## src/rtl/fetch_unit.sv

```systemverilog
// Decoupled instruction fetch: PC register, one-outstanding imem request,
// instruction/PC FIFO toward decode, redirect flush with stale-response drop.
//
// Ports:
//   clk, PCreset           clock (rising edge), async active-low reset
//   imem_req_valid/ready   request handshake toward instruction memory
//   imem_req_addr          word-aligned fetch address
//   imem_rsp_valid/data    single-cycle response pulse and instruction
//   redirect_valid/target  taken branch/jump; flushes and refetches target
//   inst_valid/ready       FIFO head handshake toward decode
//   inst_data/pc/pc4       head instruction, its PC and PC+4
//   fifo_count             occupied FIFO entries
module fetch_unit #(
    parameter int unsigned     XLEN         = 32,
    parameter int unsigned     ILEN         = 32,
    parameter int unsigned     DEPTH        = 4,
    parameter logic [XLEN-1:0] RESET_VECTOR = '0
) (
    input  logic                       clk,
    input  logic                       PCreset,
    output logic                       imem_req_valid,
    input  logic                       imem_req_ready,
    output logic [XLEN-1:0]            imem_req_addr,
    input  logic                       imem_rsp_valid,
    input  logic [ILEN-1:0]            imem_rsp_data,
    input  logic                       redirect_valid,
    input  logic [XLEN-1:0]            redirect_target,
    output logic                       inst_valid,
    input  logic                       inst_ready,
    output logic [ILEN-1:0]            inst_data,
    output logic [XLEN-1:0]            inst_pc,
    output logic [XLEN-1:0]            inst_pc4,
    output logic [$clog2(DEPTH+1)-1:0] fifo_count
);

    localparam int unsigned AW = (DEPTH > 1) ? $clog2(DEPTH) : 1;
    localparam int unsigned CW = $clog2(DEPTH + 1);

    localparam logic [CW-1:0]   DEPTH_C    = CW'(DEPTH);
    localparam logic [XLEN-1:0] PC_STEP    = XLEN'(4);
    localparam logic [XLEN-1:0] ALIGN_MASK = ~XLEN'(3);

    typedef enum logic {
        S_REQ,
        S_WAIT
    } state_t;

    state_t state_q;
    state_t state_d;

    logic [XLEN-1:0] fetch_pc_q;
    logic [XLEN-1:0] req_pc_q;
    logic            drop_q;

    logic [ILEN-1:0] data_mem [DEPTH];
    logic [XLEN-1:0] pc_mem   [DEPTH];
    logic [AW-1:0]   rd_ptr_q;
    logic [AW-1:0]   wr_ptr_q;
    logic [CW-1:0]   count_q;

    logic has_space;
    logic req_fire;
    logic rsp_take;
    logic push;
    logic pop;

    // The single in-flight slot is already reserved by the S_WAIT state,
    // so a free slot now is enough to guarantee room for the response.
    assign has_space = (count_q < DEPTH_C);
    assign req_fire  = imem_req_valid && imem_req_ready;

    // Any response seen in S_WAIT ends the transaction, whether it is
    // kept, dropped as stale, or killed by a same-cycle redirect.
    assign rsp_take  = (state_q == S_WAIT) && imem_rsp_valid;
    assign push      = rsp_take && !drop_q && !redirect_valid;
    assign pop       = inst_valid && inst_ready;

    always_ff @(posedge clk or negedge PCreset) begin
        if (!PCreset) begin
            state_q <= S_REQ;
        end else begin
            state_q <= state_d;
        end
    end

    always_comb begin
        state_d        = state_q;
        imem_req_valid = 1'b0;
        unique case (state_q)
            S_REQ: begin
                // Gating with reset keeps the request low while held in reset.
                imem_req_valid = PCreset && has_space && !redirect_valid;
                if (imem_req_valid && imem_req_ready) begin
                    state_d = S_WAIT;
                end
            end
            S_WAIT: begin
                if (imem_rsp_valid) begin
                    state_d = S_REQ;
                end
            end
        endcase
    end

    always_ff @(posedge clk or negedge PCreset) begin
        if (!PCreset) begin
            fetch_pc_q <= RESET_VECTOR & ALIGN_MASK;
            req_pc_q   <= '0;
        end else if (redirect_valid) begin
            fetch_pc_q <= redirect_target & ALIGN_MASK;
        end else if (req_fire) begin
            fetch_pc_q <= fetch_pc_q + PC_STEP;
            req_pc_q   <= fetch_pc_q;
        end
    end

    // Only one request is ever outstanding, so one flag is enough to
    // remember that the pending response belongs to a squashed path.
    always_ff @(posedge clk or negedge PCreset) begin
        if (!PCreset) begin
            drop_q <= 1'b0;
        end else if (rsp_take) begin
            drop_q <= 1'b0;
        end else if (redirect_valid && (state_q == S_WAIT)) begin
            drop_q <= 1'b1;
        end
    end

    always_ff @(posedge clk or negedge PCreset) begin
        if (!PCreset) begin
            rd_ptr_q <= '0;
            wr_ptr_q <= '0;
            count_q  <= '0;
        end else if (redirect_valid) begin
            rd_ptr_q <= '0;
            wr_ptr_q <= '0;
            count_q  <= '0;
        end else begin
            if (push) begin
                wr_ptr_q <= wr_ptr_q + AW'(1);
            end
            if (pop) begin
                rd_ptr_q <= rd_ptr_q + AW'(1);
            end
            unique case ({push, pop})
                2'b10:   count_q <= count_q + CW'(1);
                2'b01:   count_q <= count_q - CW'(1);
                default: count_q <= count_q;
            endcase
        end
    end

    always_ff @(posedge clk) begin
        if (push) begin
            data_mem[wr_ptr_q] <= imem_rsp_data;
            pc_mem[wr_ptr_q]   <= req_pc_q;
        end
    end

    assign imem_req_addr = fetch_pc_q;

    assign inst_valid = (count_q != '0) && !redirect_valid;
    assign inst_data  = data_mem[rd_ptr_q];
    assign inst_pc    = pc_mem[rd_ptr_q];
    assign inst_pc4   = inst_pc + PC_STEP;
    assign fifo_count = count_q;

endmodule

```

## config.mk

```make
export PLATFORM = sky130hd
export DESIGN_NAME = fetch_unit
export DESIGN_NICKNAME = d
export VERILOG_FILES = /design/src/rtl/fetch_unit.sv
export SDC_FILE = /design/constraint.sdc
export NUM_CORES = 1
export LEC_CHECK = 0
export CELL_PAD_IN_SITES_DETAIL_PLACEMENT = 0
export CELL_PAD_IN_SITES_GLOBAL_PLACEMENT = 1
export CORE_ASPECT_RATIO = 0.8
export CORE_MARGIN = 2
export CORE_UTILIZATION = 49
export DETAILED_ROUTE_END_ITERATION = 16
export PLACE_DENSITY = 0.83
export SETUP_SLACK_MARGIN = 0.05
export SYNTH_ARGS = -nofsm -noshare
export SYNTH_HDL_FRONTEND = slang
export SYNTH_SLANG_ARGS = --single-unit
```

## constraint.sdc

```tcl
create_clock -name clk -period 8.2 [get_ports clk]
set_clock_uncertainty 0.2 [all_clocks]
set_input_delay 1.23 -clock clk [delete_from_list [all_inputs] [get_ports clk]]
set_output_delay 1.23 -clock clk [all_outputs]
set_load 0.05 [all_outputs]
```

==> results of run 1 <==
==> where the power goes <==
group,switching [µW],total [µW],internal [µW]
registers,103,1940,1840
clock network,573,1270,701
logic,321,511,190
==> routing by layer <==
| layer | track usage | routed length [µm] | vias up |
|---|---|---|---|
| li1 | - | - | 3511 |
| met1 | 0.309 | 13100 | 3791 |
| met2 | 0.284 | 11900 | 253 |
| met3 | 0.0368 | 1910 | 34 |
| met4 | 0.0437 | 494 | 0 |
| met5 | 0 | 0 | - |
==> synth_stat cells (10+ instances only) <==
cell type    n  area [µm²]
a21oi_1     13        65.1
and3_1      12        75.1
buf_2       13        65.1
clkbuf_1    18        67.6
dfrtp_1     69        1730
edfxtp_1   248        7450
inv_1       12        45.0
mux4_1      12         315
mux4_2      49        1100
nand2_1    136         510
nand3_1     23         115
nand4_1     15        93.8
nor2_1      21        78.8
nor3_1      10        50.1
o21ai_0     28         140
o311ai_0    14         123
xnor2_1     24         210
==> per-stage QoR <==
stage	power, µW	std cells	utilization	hold WS (ps)	setup slack [ps]
after floorplan	2270	811	-	276	3610
after global placement	2470	1327	0.583	293	2840
after detailed placement	2490	1327	0.583	318	2820
after CTS	3750	1383	0.618	332	2210
after global routing	3860	1383	0.618	352	2010
final	3720	1383	0.618	319	2320
==> critical path, cell delays in order, from the launching register on <==
cell and delay [ps]:
dfrtp_4 890, buf_4 610, mux4_1 720, and4_1 310, and4_1 280, nand4_1 140
xnor2_1 120, clkdlybuf4s50_1 820
==> area by class of cell <==
class,instances,area share
Sequential cell,317,0.565
Multi-Input combinational cell,436,0.223
Timing Repair Buffer,205,0.124
Clock buffer,37,0.0498
Tap cell,357,0.0275
Clock inverter,19,0.00663
Inverter,12,0.00277
==> registers in the layout, summed over array words and instances (netlist names) <==
signal and flops:
drop_q 1, wr_ptr_q 2, imem_req_addr 30, rd_ptr_q 2
pc_mem 120, state_q 1, data_mem 128, fifo_count 3
req_pc_q 30
==> final timing paths <==
path,start,to,slack [ps],cells past startpoint
worst max-delay path,rd_ptr_q[0],inst_pc4[28],2320,7
worst max register to register,state_q,data_mem[1][2],5520,4
min in group asynchronous,PCreset,fifo_count[2],690,2
max in group asynchronous,PCreset,rd_ptr_q[0],6430,2
worst min-delay path,req_pc_q[21],pc_mem[1][21],320,0
worst min register to register,req_pc_q[21],pc_mem[1][21],320,0
==> kinds of logic after synthesis <==
| logic type | Yosys count |
|---|---|
| fa+ha+maj | 7 |
| simple gates | 243 |
| buf+inv | 58 |
| flops | 317 |
| compound gates | 85 |
| mux | 63 |
| xor+xnor | 32 |
| other cells | 1 |
==> qor.csv, run 1 <==
metric;value;unit
relative slew slack;0.350;
CP arrival;4450;ps
VDD IR max;0.000151;V
Die Ht;150;µm
fin crit share;0.717;
Ports;203;
latest clock arrival within the worst-skew pair;550;ps
Die X;187;µm
I/O Buffers;194;
Area growth, synth to finish;24.2;%
final setup vio count;0;
Routed wire per std cell;19.8;µm
Top FF cell, synth;edfxtp_1;
Cell Area, Placed;15300;µm²
Core Box Area;26300;µm²
post-CTS sizing;0;
worst-margin pin slew;974;ps
Post-Synth Simple-Gate Area;0.0911;
Gate Count Post-Synth;806;
clock tree buffer depth;3;
CP Launch Type;register;
adder-cell share of the synthesized area;0.00727;
CP Data Required Time;6770;ps
vias in the first global route;7544;
EDFF count, synth;248;
highest clock rate;0.170;GHz
Yosys reg bits;317;
first-pass GRT wire length;43000;µm
Leak;0.00563;µW
hold_buf cts;0;
ys async rst share;0.218;
layout cells sized above 1;0.124;
Mapped Area;13100;µm²
Yosys warning count;0;
post-synthesis mux area share;0.111;
final net count;1079;
setup TNS;0;ps
status;complete, no violations;
most common library cell in the layout ignoring fill and taps;edfxtp_1;
HP Class;reg -> reg;
Crit. End Element;output port;
RePlAce Congestion;0.799;
post-synthesis xor/xnor area fraction;0.0214;
Sink Count;317;
final hold vios;0;
Pre-antenna DRT Iters;5;
# diodes;0;
compound-gate portion of the synthesized area;0.0439;
DRC viols;0;
Initial Util;0.498;
CTS H-tree depth;1;
design area;16200;µm²
Fillers;2000;
pwr/cell area;229;nW/µm²
unrepaired setup endpoints after global routing;false;
sequential cell area;9180;µm²
via count;7589;
sequential share of the synthesized area;0.702;
fin. max-slew vios;0;
crit path time final;5880;ps
CTS tree;built;
Max Cap Violations;0;
kind of critical path;reg -> out;
total track usage;0.196;
initial antenna violation count;0;
multi-input logic area;3630;µm²
commonest non-fill, non-tap cells in the layout;edfxtp_1 (248), clkdlybuf4s50_1 (193), nand2_1 (135);
Root Driver;clkbuf_16;
GRT overflow;0;
Post-DRT Antenna Nets;0;
cts bufs inserted;30;
critical path peak fanout;37;
largest family of logic cells by synthesized area;multiplexers;
largest net degree at the start of global routing;71;
Post-DP HPWL;17300;µm
Routed WL;27400;µm
Via density;5.49;
Setup Buffers After CTS;0;
syn_area_per_cell;16.2;µm²
Distinct cells, synth;50;
die area;28000;µm²
# rows;53;
starting DRC count in detailed routing;558;
Reg clk slew, reported paths;60;ps
No activity file was read; power rests on OpenSTA's default activity.
==> run 2: changes to the inputs <==
--- a/config.mk
+++ b/config.mk
@@ -9,9 +9,9 @@
 export CELL_PAD_IN_SITES_GLOBAL_PLACEMENT = 1
 export CORE_ASPECT_RATIO = 0.8
 export CORE_MARGIN = 2
-export CORE_UTILIZATION = 49
+export CORE_UTILIZATION = 45
 export DETAILED_ROUTE_END_ITERATION = 16
-export PLACE_DENSITY = 0.83
+export PLACE_DENSITY = 0.77
 export SETUP_SLACK_MARGIN = 0.05
 export SYNTH_ARGS = -nofsm -noshare
 export SYNTH_HDL_FRONTEND = slang
==> constraint.sdc (replaced) <==
create_clock -name clk -period 5.6 [get_ports clk]
set_clock_uncertainty 0.2 [all_clocks]
set_input_delay 0.84 -clock clk [delete_from_list [all_inputs] [get_ports clk]]
set_output_delay 0.84 -clock clk [all_outputs]
set_load 0.05 [all_outputs]
==> qor.csv, run 2 (synthesis results as in run 1) <==
metric;value;unit;change
Final Util;0.576;;-0.0424
CTS H-tree depth;1;;unchanged
hold_buf cts;0;;unchanged
first-pass GRT wire length;44600;µm;+3.7%
final net count;1089;;+0.93%
Leak;0.00570;µW;+1.3%
Die X;195;µm;+4.3%
Flop pwr share;0.513;;-0.008
I/O Buffers;194;;unchanged
cts bufs inserted;30;;unchanged
fin. max-slew vios;0;;unchanged
unrepaired setup endpoints after global routing;false;;
via count;7650;;+0.80%
most common library cell in the layout ignoring fill and taps;edfxtp_1;;
largest registers;data_mem (128), pc_mem (120);;
clock tree buffer depth;3;;unchanged
vias in the first global route;7577;;+0.44%
Largest Register;data_mem;;
Ports;203;;unchanged
Root Driver;clkbuf_16;;
clock power share;0.350;;+0.008
HP Class;in -> async;;
CP Launch Type;register;;
Sink Count;317;;unchanged
critical path peak fanout;23;;-38%
die area;30400;µm²;+8.7%
Die Ht;156;µm;+4.2%
relative slew slack;0.398;;+0.0479
Routed wire per std cell;20.5;µm;+3.4%
GRT Max-Usage Layer;met1;;
grt met1 use;0.300;;-0.00829
status;complete, no violations;;
Reg2Reg Setup Slack;2790;ps;-2730 ps
total track usage;0.190;;-0.00595
fin crit share;0.893;;
Via density;5.44;;-0.85%
Initial Util;0.460;;-0.0378
met2 usage;0.276;;-0.00715
final hold vios;0;;unchanged
initial antenna violation count;0;;unchanged
worst-margin pin slew;896;ps;-77.7 ps
Sw Pwr;1470;µW;+47%
final setup vio count;0;;unchanged
post-CTS sizing;0;;unchanged
CP Data Required Time;4560;ps;-2210 ps
Post-DP HPWL;19200;µm;+11%
Reg clk slew, reported paths;60;ps;about the same
largest net degree at the start of global routing;57;;-20%
pwr/cell area;339;nW/µm²;+48%
setup TNS;0;ps;unchanged
layout cells sized above 1;0.126;;+0.00267
Routed WL;28800;µm;+5.1%
# rows;55;;+3.8%
Core Box Area;28400;µm²;+8.2%
switching share of total power;0.264;;-0.00310
VDD IR max;0.000224;V;+48%
highest clock rate;0.200;GHz;
GRT overflow;0;;unchanged
GR Util met3;0.0345;;-0.00234
kind of critical path;reg -> out;;
commonest non-fill, non-tap cells in the layout;edfxtp_1 (248), clkdlybuf4s50_1 (193), nand2_1 (135);;
Crit. End Element;output port;;
CTS tree;built;;
Pre-antenna DRT Iters;7;;+2
Int Pwr;4080;µW;+50%
Area growth, synth to finish;25.2;%;
crit path time final;5000;ps;
RePlAce Congestion;0.788;;-1.3%
Max Cap Violations;0;;unchanged
CP arrival;3960;ps;-490 ps
Comb power frac;0.137;;about the same
starting DRC count in detailed routing;661;;+18%
Setup Buffers After CTS;0;;unchanged
Post-DRT Antenna Nets;0;;unchanged
latest clock arrival within the worst-skew pair;550;ps;about the same
DRC viols;0;;unchanged
max reg flops;128;;unchanged
# diodes;0;;unchanged
## run 2: cell types whose count changed in the layout (fill, tap and decap cells not counted), moves of 2 or more
cell,before,now
buf_4,11,21
clkinv_1,4,9
clkinv_2,9,5
bufinv_16,0,2
clkinvlp_4,4,2
## run 2: final timing paths
| check | from | to | cells after the start |
|---|---|---|---|
| min in group clk | req_pc_q[19] | pc_mem[0][19] | 0 |
| max in group asynchronous | PCreset | rd_ptr_q[0] | 2 |
| worst max-delay path | rd_ptr_q[0] | inst_pc4[25] | 7 |
| worst min-delay path | PCreset | imem_req_addr[18] | 1 |
| worst min register to register | req_pc_q[19] | pc_mem[0][19] | 0 |
| worst max register to register | fifo_count[2] | imem_req_addr[12] | 6 |
## run 2: per-stage QoR
step                      hold slack, ps  cells  setup WS, ps  total power [µW]  instance area (µm²)
final                               19.4   1406           598              5550                16400
after global routing                27.3   1406           314              5770                16400
after CTS                           16.2   1406           506              5600                16400
after detailed placement             314   1350          1110              3650                15400
after global placement               299   1350          1130              3640                15400
after floorplan                      276    811          1400              3330                13100
## run 2: power by group through the flow
stage / Combinational, µW / Sequential (µW) / Clock (µW)
detailed placement: 760 / 2890 / 0
finish: 758 / 2850 / 1950
floorplan: 426 / 2910 / 0
CTS: 765 / 2850 / 1990
global route: 805 / 2870 / 2090
global placement: 756 / 2890 / 0
## run 2: critical path: stages, from the launching register on
cell and delay, ps:
dfrtp_4 690, buf_4 350, mux4_2 370, nand4_4 170, nor4_4 610, nand4_1 190
xnor2_1 170, clkdlybuf4s50_1 820
## run 2: final cells by class
cell class,count,area (µm²)
clock buffers,37,808
clock inverters,19,150
fillers,2225,12100
inverters,12,45.0
multi-input cells,436,3620
flip-flops and latches,317,9180
well taps,370,463
repair buffers,215,2090
## run 2: layer usage
metal  vias up  part of all wire
met2       263              0.43
met4         0             0.014
met5         -                 0
li1       3535                 -
met1      3825              0.49
met3        27             0.066
==> run 3: changes to the inputs <==
--- a/config.mk
+++ b/config.mk
@@ -10,6 +10,7 @@
 export CORE_ASPECT_RATIO = 0.8
 export CORE_MARGIN = 2
 export CORE_UTILIZATION = 45
+export CTS_CLUSTER_SIZE = 12
 export DETAILED_ROUTE_END_ITERATION = 16
 export PLACE_DENSITY = 0.77
 export SETUP_SLACK_MARGIN = 0.05
==> qor.csv, run 3 (synthesis results as in run 1) <==
metric;value;unit;change
Initial Util;0.460;;unchanged
design area;16400;µm²;+0.17%
post-CTS sizing;0;;unchanged
Comb power frac;0.134;;-0.003
critical path peak fanout;23;;unchanged
RePlAce Congestion;0.788;;unchanged
Cell Area, Placed;15400;µm²;unchanged
worst-margin pin slew;898;ps;+2.07 ps
largest net degree at the start of global routing;57;;unchanged
DRC viols;0;;unchanged
Area growth, synth to finish;25.4;%;
cts bufs inserted;34;;+13%
Via density;5.43;;-0.29%
met2 WL post-DR;12200;µm;-0.79%
CP arrival;3920;ps;-40 ps
latest clock arrival within the worst-skew pair;500;ps;-50 ps
Ports;203;;unchanged
unrepaired setup endpoints after global routing;false;;
worst setup margin;636;ps;+38.1 ps
CP Launch Type;register;;
Routed wire per std cell;20.5;µm;about the same
Sink Count;317;;unchanged
CTS H-tree depth;2;;+1
CTS tree;built;;
Reg clk slew, reported paths;60;ps;about the same
status;complete, no violations;;
CP max-delay cell;clkdlybuf4s50_1;;
relative slew slack;0.401;;+0.00322
clock tree buffer depth;3;;unchanged
Die X;195;µm;unchanged
Die Ht;156;µm;unchanged
kind of critical path;reg -> out;;
fin crit share;0.886;;-0.00680
CP Data Required Time;4560;ps;about the same
I/O Buffers;194;;unchanged
largest registers;data_mem (128), pc_mem (120);;
Routed WL;28700;µm;-0.27%
HP Class;in -> async;;
Post-DRT Antenna Nets;0;;unchanged
Pre-antenna DRT Iters;5;;-2
fin. max-slew vios;0;;unchanged
post-route insts no fill;1401;;-0.36%
highest clock rate;0.201;GHz;+0.77%
placed insts;1350;;unchanged
final net count;1093;;+0.37%
pwr/cell area;343;nW/µm²;+1.2%
# rows;55;;unchanged
total track usage;0.191;;+0.000958
final setup vio count;0;;unchanged
final hold vios;0;;unchanged
most common library cell in the layout ignoring fill and taps;edfxtp_1;;
Core Box Area;28400;µm²;unchanged
via count;7601;;-0.64%
Root Driver;clkbuf_16;;
Setup Buffers After CTS;0;;unchanged
die area;30400;µm²;unchanged
GRT overflow;0;;unchanged
VDD IR max;0.000202;V;-9.7%
# diodes;0;;unchanged
Top Layer Used;met4;;
setup TNS;0;ps;unchanged
Leak;0.00572;µW;+0.31%
clock power share;0.359;;+0.009
Flop pwr share;0.506;;-0.007
max reg flops;128;;unchanged
crit path time final;4960;ps;-38.1 ps
crit-path max cell delay;820;ps;about the same
Final Util;0.577;;+0.000968
switching share of total power;0.260;;-0.00423
hold_buf cts;0;;unchanged
Largest Register;data_mem;;
starting DRC count in detailed routing;608;;-8.0%
layout cells sized above 1;0.125;;-0.00133
Crit. End Element;output port;;
met3 WL post-DR;1910;µm;+0.79%
Sw Pwr;1460;µW;-0.26%
vias in the first global route;7635;;+0.77%
commonest non-fill, non-tap cells in the layout;edfxtp_1 (248), clkdlybuf4s50_1 (193), nand2_1 (135);;
Max Cap Violations;0;;unchanged
Metal-1 WL;14200;µm;+0.11%
Setup WS pre-CTS;1110;ps;unchanged
initial antenna violation count;0;;unchanged
Int Pwr;4160;µW;+1.9%
first-pass GRT wire length;44500;µm;-0.25%
Post-DP HPWL;19200;µm;unchanged
crit-path cells;buf_4, mux4_2, nand4_4, nor4_4, nand4_1, xnor2_1, clkdlybuf4s50_1;;
-- run 3: power by group through the flow --
stage               sequential, µW  combinational [µW]  clock (µW)
finish                        2850                 757        2020
global route                  2870                 804        2170
CTS                           2850                 763        2070
detailed placement            2890                 760           0
global placement              2890                 756           0
floorplan                     2910                 426           0
-- run 3: final timing paths --
| path | startpoint | depth (start not counted) | endpoint | slack [ps] |
|---|---|---|---|---|
| worst max-delay path | rd_ptr_q[0] | 7 | inst_pc4[30] | 640 |
| worst min-delay path | PCreset | 1 | imem_req_addr[21] | 70 |
| worst max register to register | fifo_count[2] | 6 | imem_req_addr[12] | 2780 |
| worst min register to register | req_pc_q[16] | 0 | pc_mem[1][16] | 320 |
| max in group asynchronous | PCreset | 2 | rd_ptr_q[0] | 3970 |
| min in group clk | req_pc_q[16] | 0 | pc_mem[1][16] | 320 |
-- run 3: stage by stage --
stage               power, µW  hold WS (ps)
detailed placement       3650           314
global route             5850          71.1
CTS                      5680          62.7
finish                   5630          69.9
floorplan                3330           276
global placement         3640           299
-- run 3: cell type report --
type,instances,area (µm²)
Fill cell,2216,12000
Sequential cell,317,9180
Multi-Input combinational cell,436,3620
Timing Repair Buffer,215,2090
Clock buffer,43,916
Tap cell,370,463
Clock inverter,8,70.1
Inverter,12,45.0
-- run 3: worst max-delay path, delay by kind of cell (launching register included) --
| kind | cells | cell delay, ps |
|---|---|---|
| muxes | 1 | 380 |
| buffers and inverters | 2 | 1160 |
| and+or+nand+nor | 3 | 1010 |
| DFF | 1 | 680 |
| xor gates and xnor gates | 1 | 170 |
-- run 3: layer usage --
metal	up-vias	global-route usage
met5	-	0
met4	0	0.0447
met3	31	0.0397
met2	254	0.276
met1	3777	0.296
li1	3539	-
